**src/rtl/pool_engine_v2.sv**
```systemverilog
// Windowed average/max pooling over a signed 8-bit picture fetched row by row.
// Define POOL_RELU_EN to clamp negative results to zero before they are written.
module pool_engine_v2 #(
  parameter int ADDR_WIDTH        = 19,
  parameter int WORD_WIDTH        = 8,
  parameter int NUM_WORDS_IN_LINE = 32,
  parameter int X_ROWS_NUM        = 128,
  parameter int X_COLS_NUM        = 128,
  parameter int Y_ROWS_NUM        = 8,
  parameter int Y_COLS_NUM        = 8,
  parameter int X_LOG2_ROWS_NUM   = $clog2(X_ROWS_NUM),
  parameter int X_LOG2_COLS_NUM   = $clog2(X_COLS_NUM),
  parameter int Y_LOG2_ROWS_NUM   = $clog2(Y_ROWS_NUM),
  parameter int Y_LOG2_COLS_NUM   = $clog2(Y_COLS_NUM),
  parameter int ACC_WIDTH         = WORD_WIDTH + Y_LOG2_ROWS_NUM + Y_LOG2_COLS_NUM
) (
  input  logic                                    clk,
  input  logic                                    rst_n,
  input  logic                                    sw_pool_go,
  input  logic                                    sw_pool_mode,
  input  logic [ADDR_WIDTH-1:0]                   sw_pool_addr_x,
  input  logic [ADDR_WIDTH-1:0]                   sw_pool_addr_z,
  input  logic [X_LOG2_ROWS_NUM:0]                sw_pool_x_m,
  input  logic [X_LOG2_COLS_NUM:0]                sw_pool_x_n,
  input  logic [Y_LOG2_ROWS_NUM:0]                sw_pool_y_m,
  input  logic [Y_LOG2_COLS_NUM:0]                sw_pool_y_n,
  input  logic [Y_LOG2_ROWS_NUM:0]                sw_pool_jump_row,
  input  logic [Y_LOG2_COLS_NUM:0]                sw_pool_jump_col,
  output logic                                    pool_sw_busy_ind,
  output logic                                    sw_pool_done,
  output logic                                    sw_pool_err,
  output logic                                    rd_req,
  output logic [ADDR_WIDTH-1:0]                   rd_start_addr,
  output logic [Y_LOG2_COLS_NUM:0]                rd_size_bytes,
  input  logic                                    rd_valid,
  input  logic [NUM_WORDS_IN_LINE*WORD_WIDTH-1:0] rd_data,
  input  logic [$clog2(NUM_WORDS_IN_LINE)-1:0]    rd_last_valid,
  output logic                                    wr_req,
  output logic [ADDR_WIDTH-1:0]                   wr_addr,
  output logic [WORD_WIDTH-1:0]                   wr_data,
  input  logic                                    wr_ack
);
  localparam int XRW = X_LOG2_ROWS_NUM + 1;
  localparam int XCW = X_LOG2_COLS_NUM + 1;
  localparam int YRW = Y_LOG2_ROWS_NUM + 1;
  localparam int YCW = Y_LOG2_COLS_NUM + 1;
  localparam int LVW = $clog2(NUM_WORDS_IN_LINE);
  localparam logic signed [WORD_WIDTH-1:0] W_MIN = {1'b1, {(WORD_WIDTH-1){1'b0}}};

  // Handshakes: rd_req/wr_req rise registered and stay high until the cycle the
  // memory side strobes rd_valid/wr_ack; address and data are frozen meanwhile.
  typedef enum logic [2:0] {S_IDLE, S_CHECK, S_RD_REQ, S_RD_WAIT, S_RESULT, S_WR, S_DONE} state_t;
  state_t state;

  logic                         mode_q;
  logic [ADDR_WIDTH-1:0]        addr_x_q, addr_z_q, wr_idx;
  logic [XRW-1:0]               x_m_q, row_pos;
  logic [XCW-1:0]               x_n_q, col_pos;
  logic [YRW-1:0]               y_m_q, jr_q, r_cnt;
  logic [YCW-1:0]               y_n_q, jc_q;
  logic signed [ACC_WIDTH-1:0]  acc, row_sum, avg_full;
  logic signed [WORD_WIDTH-1:0] mx, row_max, fold_b;
  logic [WORD_WIDTH-1:0]        res;
  logic [3:0]                   shamt;
  logic [ADDR_WIDTH-1:0]        rd_addr_nxt;
  logic [XCW:0]                 col_end_nxt;
  logic [XRW:0]                 row_end_nxt;
  logic                         cfg_bad;

  function automatic logic is_pow2(input logic [7:0] v);
    return (v != 8'd0) && ((v & (v - 8'd1)) == 8'd0);
  endfunction

  function automatic logic [3:0] log2_of(input logic [7:0] v);
    logic [3:0] l;
    l = '0;
    for (int i = 0; i < 8; i++)
      if (v[i]) l = 4'(i);
    return l;
  endfunction

  generate
    if (Y_COLS_NUM < NUM_WORDS_IN_LINE) begin : g_unused
      logic unused_rd_bits;
      assign unused_rd_bits = ^rd_data[NUM_WORDS_IN_LINE*WORD_WIDTH-1:Y_COLS_NUM*WORD_WIDTH];
    end
  endgenerate

  // Fold the first y_n bytes of the beat; anything beyond the window is ignored.
  always_comb begin
    row_sum = '0;
    row_max = W_MIN;
    fold_b  = '0;
    for (int j = 0; j < Y_COLS_NUM; j++) begin
      fold_b = $signed(rd_data[j*WORD_WIDTH +: WORD_WIDTH]);
      if (YCW'(j) < y_n_q) begin
        row_sum = row_sum + {{(ACC_WIDTH-WORD_WIDTH){fold_b[WORD_WIDTH-1]}}, fold_b};
        if (fold_b > row_max) row_max = fold_b;
      end
    end
  end

  always_comb begin
    shamt    = log2_of(8'(y_m_q)) + log2_of(8'(y_n_q));
    avg_full = acc >>> shamt;
    res      = mode_q ? mx : avg_full[WORD_WIDTH-1:0];
`ifdef POOL_RELU_EN
    if (res[WORD_WIDTH-1]) res = '0;
`else
    res = res;
`endif
  end

  assign rd_addr_nxt = addr_x_q + (ADDR_WIDTH'(row_pos) + ADDR_WIDTH'(r_cnt)) * ADDR_WIDTH'(x_n_q)
                     + ADDR_WIDTH'(col_pos);
  assign col_end_nxt = (XCW+1)'(col_pos) + (XCW+1)'(jc_q) + (XCW+1)'(y_n_q);
  assign row_end_nxt = (XRW+1)'(row_pos) + (XRW+1)'(jr_q) + (XRW+1)'(y_m_q);
  assign cfg_bad = !is_pow2(8'(y_m_q)) || !is_pow2(8'(y_n_q)) ||
                   (XRW'(y_m_q) > x_m_q) || (XCW'(y_n_q) > x_n_q) ||
                   (jr_q == '0) || (jc_q == '0);

  always_ff @(posedge clk or negedge rst_n) begin
    if (!rst_n) begin
      state            <= S_IDLE;
      mode_q           <= 1'b0;
      addr_x_q         <= '0;
      addr_z_q         <= '0;
      x_m_q            <= '0;
      x_n_q            <= '0;
      y_m_q            <= '0;
      y_n_q            <= '0;
      jr_q             <= '0;
      jc_q             <= '0;
      row_pos          <= '0;
      col_pos          <= '0;
      r_cnt            <= '0;
      wr_idx           <= '0;
      acc              <= '0;
      mx               <= '0;
      pool_sw_busy_ind <= 1'b0;
      sw_pool_done     <= 1'b0;
      sw_pool_err      <= 1'b0;
      rd_req           <= 1'b0;
      rd_start_addr    <= '0;
      rd_size_bytes    <= '0;
      wr_req           <= 1'b0;
      wr_addr          <= '0;
      wr_data          <= '0;
    end else begin
      case (state)
        S_IDLE: if (sw_pool_go) begin
          mode_q           <= sw_pool_mode;
          addr_x_q         <= sw_pool_addr_x;
          addr_z_q         <= sw_pool_addr_z;
          x_m_q            <= sw_pool_x_m;
          x_n_q            <= sw_pool_x_n;
          y_m_q            <= sw_pool_y_m;
          y_n_q            <= sw_pool_y_n;
          jr_q             <= sw_pool_jump_row;
          jc_q             <= sw_pool_jump_col;
          pool_sw_busy_ind <= 1'b1;
          sw_pool_err      <= 1'b0;
          state            <= S_CHECK;
        end
        S_CHECK: begin
          row_pos <= '0;
          col_pos <= '0;
          r_cnt   <= '0;
          wr_idx  <= '0;
          acc     <= '0;
          mx      <= W_MIN;
          if (cfg_bad) begin
            sw_pool_err      <= 1'b1;
            pool_sw_busy_ind <= 1'b0;
            sw_pool_done     <= 1'b1;
            state            <= S_DONE;
          end else begin
            state <= S_RD_REQ;
          end
        end
        S_RD_REQ: begin
          rd_req        <= 1'b1;
          rd_start_addr <= rd_addr_nxt;
          rd_size_bytes <= y_n_q;
          state         <= S_RD_WAIT;
        end
        S_RD_WAIT: if (rd_valid) begin
          rd_req <= 1'b0;
          acc    <= acc + row_sum;
          if (row_max > mx) mx <= row_max;
          if (rd_last_valid != LVW'(y_n_q - 1'b1)) sw_pool_err <= 1'b1;
          if (r_cnt == y_m_q - 1'b1) begin
            r_cnt <= '0;
            state <= S_RESULT;
          end else begin
            r_cnt <= r_cnt + 1'b1;
            state <= S_RD_REQ;
          end
        end
        S_RESULT: begin
          wr_req  <= 1'b1;
          wr_addr <= addr_z_q + wr_idx;
          wr_data <= res;
          state   <= S_WR;
        end
        S_WR: if (wr_ack) begin
          wr_req <= 1'b0;
          wr_idx <= wr_idx + 1'b1;
          acc    <= '0;
          mx     <= W_MIN;
          // Next window fits in this output row if its right edge stays inside x_n.
          if (col_end_nxt <= {1'b0, x_n_q}) begin
            col_pos <= col_pos + XCW'(jc_q);
            state   <= S_RD_REQ;
          end else begin
            col_pos <= '0;
            if (row_end_nxt <= {1'b0, x_m_q}) begin
              row_pos <= row_pos + XRW'(jr_q);
              state   <= S_RD_REQ;
            end else begin
              pool_sw_busy_ind <= 1'b0;
              sw_pool_done     <= 1'b1;
              state            <= S_DONE;
            end
          end
        end
        S_DONE: begin
          sw_pool_done <= 1'b0;
          state        <= S_IDLE;
        end
        default: state <= S_IDLE;
      endcase
    end
  end
endmodule

```
**config.mk**
```make
export PLATFORM = sky130hd
export DESIGN_NAME = pool_engine_v2
export DESIGN_NICKNAME = d
export VERILOG_FILES = /design/src/rtl/pool_engine_v2.sv
export SDC_FILE = /design/constraint.sdc
export NUM_CORES = 1
export LEC_CHECK = 0
export CORE_UTILIZATION = 42
export DETAILED_ROUTE_END_ITERATION = 8
export PLACE_DENSITY = 0.67
export SLEW_MARGIN = 20
export SYNTH_ARGS = -nofsm -noshare
export SYNTH_HDL_FRONTEND = slang
export SYNTH_SLANG_ARGS = --single-unit
```
**constraint.sdc**
```tcl
create_clock -name clk -period 31.3 [get_ports clk]
set_clock_uncertainty 0.2 [all_clocks]
set_input_delay 4.695 -clock clk [delete_from_list [all_inputs] [get_ports clk]]
set_output_delay 4.695 -clock clk [all_outputs]
set_load 0.01 [all_outputs]
```
==> qor.yml <==
grt:
  grt_pass1_vias: 17600
  grt_max_degree: 90
  antenna_found_initial: 3
  grt_pass1_wl_um: 91500
  overflow: 0
  grt_usage: 0.229
detailed_routing:
  first_pass_iters: 5
  drcViolationCount: 0
  postRouteAntennaNets: 0
  routed_wl_um: 57200
  wl_met3_um: 2540
  vias_per_cell: 5.40
  top_layer: "met5"
  vias: 17700
  drtIter0Drc: 975
  wl_per_cell_um: 17.5
  m1WireLength_um: 27600
  route.met2.wl_um: 26200
clock_network:
  clockBufferDepth: 2
  cts_tree: "built"
  clk_pin_slew_worst_paths_ps: 80
  htreeDepth: 4
  holdBufCountCts: 0
  cts_setup_buffers: 0
  clkLatencyLatePin_ps: 470
  cts_buffers: 17
  postCtsResizedCells: 0
  cts.sinks: 190
  cts_root_buf: "clkbuf_16"
yosys:
  yosys_register_bits: 190
  synth_edf_count: 0
  avgSynthCellArea_sq_um: 8.51
  yosysSeqAreaShare: 0.229
  synth-async-reset-ratio: 1.00
  yosysUniqueCellTypes: 80
  ys_warn_count: 0
  synth_nets: 3143
  syn_area_sq_um: 20700
  synthFlopType: "dfrtp_1"
  synthCells: 2435
sta:
  worst_slack_ps: 9320
  slew_headroom: 0.407
  rsz0062_at_grt: "no"
  fmax_ghz: 0.0455
  tightest_slew_ps: 890
  setup_tns_ps: 0
  hold_viol: 0
  timing.hold.ws_ps: 282
  finalWorstPathRequiredPeriod_ps: 21980
  finalCritPeriodShare: 0.702
  slew_viol_final: 0
  final-setup-viol-count: 0
setup_path:
  crit_path_top_delay_cell: "a2111oi_1"
  endpoint_kind: "register"
  worstRegToRegCells: 87
  crit_required_ps: 31460
  reg2reg_slack_ps: 12460
  crit_path_start: "rd_data[6]"
  max_stage_delay_ps: 800
  worstPathArrival_ps: 22140
  cpMostUsedCell: "o21ai_0"
  start_kind: "input port"
  worstSetupPathType: "in2reg"
  crit_fanout: 17
  rr_startpoint: "y_n_q[1]"
  crit_end: "mx[0]"
  reg2reg_to: "mx[0]"
floorplanning:
  die_area_sq_um: 50300
  start_util: 0.424
  die_x_um: 224
  std_cell_rows: 81
  fp.coreArea_sq_um: 48800
  fp.dieH_um: 224
  io_pins: 392
cells_and_area:
  final_common_cell: "nand2_1"
  area_delta_synth_final_pct: 15.6
  nNetsFinal: 3303
  fin_cells: 3273
  layout_common_cells: "nand2_1 (287), ha_1 (286), inv_1 (258)"
  seq_area_sq_um: 4750
  final_layout_size_suffix_gt1_frac: 0.0598
  multi_input_area_sq_um: 14700
  fill_cells: 4692
run:
  drv_cap: 0
placed_design:
  gp_congestion: 0.903
  hpwl_um: 46400
  place_ws_ps: 8850
  dp_cells: 3240
  port-buffer-count: 199
outcome:
  outcome: "finished clean"
hold_path:
  hp-class: "reg2reg"
## cells by family after synthesis
group,synth area share
xor gates and xnor gates,0.0645
DFF,0.229
AOI/OAI and AO/OA,0.190
muxes,0.0583
adders and majority gates,0.255
and+or+nand+nor,0.141
buffers and inverters,0.0617
## synthesized netlist by cell type (all sizes together) (21+ instances only)
cell	instances	area, sq um
nor2b	31	194
clkbuf	62	233
nand2b	28	175
nand4	22	138
o21ai	231	1170
nor2	136	515
mux2	82	931
xor2	40	350
inv	258	968
and2	41	257
fa	85	1700
mux2i	21	210
nand2	288	1080
dfrtp	190	4750
nor3	27	135
ha	286	3580
a21oi	175	876
o21bai	30	225
o31ai	30	235
a21boi	23	173
xnor2	110	963
a21o	42	315
## through the flow
stage / utilization / instance area [sq um]
after floorplan: - / 20700
after global placement: 0.478 / 23400
after detailed placement: 0.478 / 23400
after CTS: 0.490 / 24000
after global routing: 0.491 / 24000
final: 0.491 / 24000
## worst min-delay path by stage
stage                                  from                end  slack, ps  cells after the start
after floorplan                addr_x_q[11]       addr_x_q[11]        290                      1
after global placement          wr_addr[16]        wr_addr[16]        260                      2
after detailed placement   rd_size_bytes[1]   rd_size_bytes[1]        270                      2
after CTS                        wr_addr[4]         wr_addr[4]        290                      2
after global routing       rd_size_bytes[1]   rd_size_bytes[1]        310                      2
final                     rd_start_addr[17]  rd_start_addr[17]        280                      2
## worst max-delay path: cells and delay by family
kind / cells / cell delay (ps)
AOI/OAI and AO/OA: 39 / 8150
muxes: 5 / 1930
and+or+nand+nor: 26 / 4450
adders and majority gates: 8 / 2060
buffers and inverters: 7 / 860
## flip-flops by register name (all words and copies together) (netlist names), 4 cells and up
register and cells:
y_n_q 4, rd_start_addr 19, rd_size_bytes 4, row_pos 8, wr_addr 19, addr_z_q 19
jc_q 4, jr_q 4, wr_data 8, y_m_q 4, x_n_q 8, col_pos 8
r_cnt 4, addr_x_q 19, acc 14, x_m_q 8, mx 8, wr_idx 19
## final cells by class
class	count	share of cell area
antenna	1	0.000104
clock buffer	19	0.0185
clock inverter	13	0.00600
inverter	259	0.0406
multi-input combinational	1914	0.614
sequential	190	0.198
tap	664	0.0347
timing repair buffer	213	0.0876
## metal layers
metal	GRT usage	vias up
li1	-	8765
met1	0.319	8487
met2	0.373	355
met3	0.0371	54
met4	0.0485	4
met5	0	-
Power is left out: the tool's default activity adds up to more than one toggle a clock period on the data nets, which glitch-free logic cannot reach.
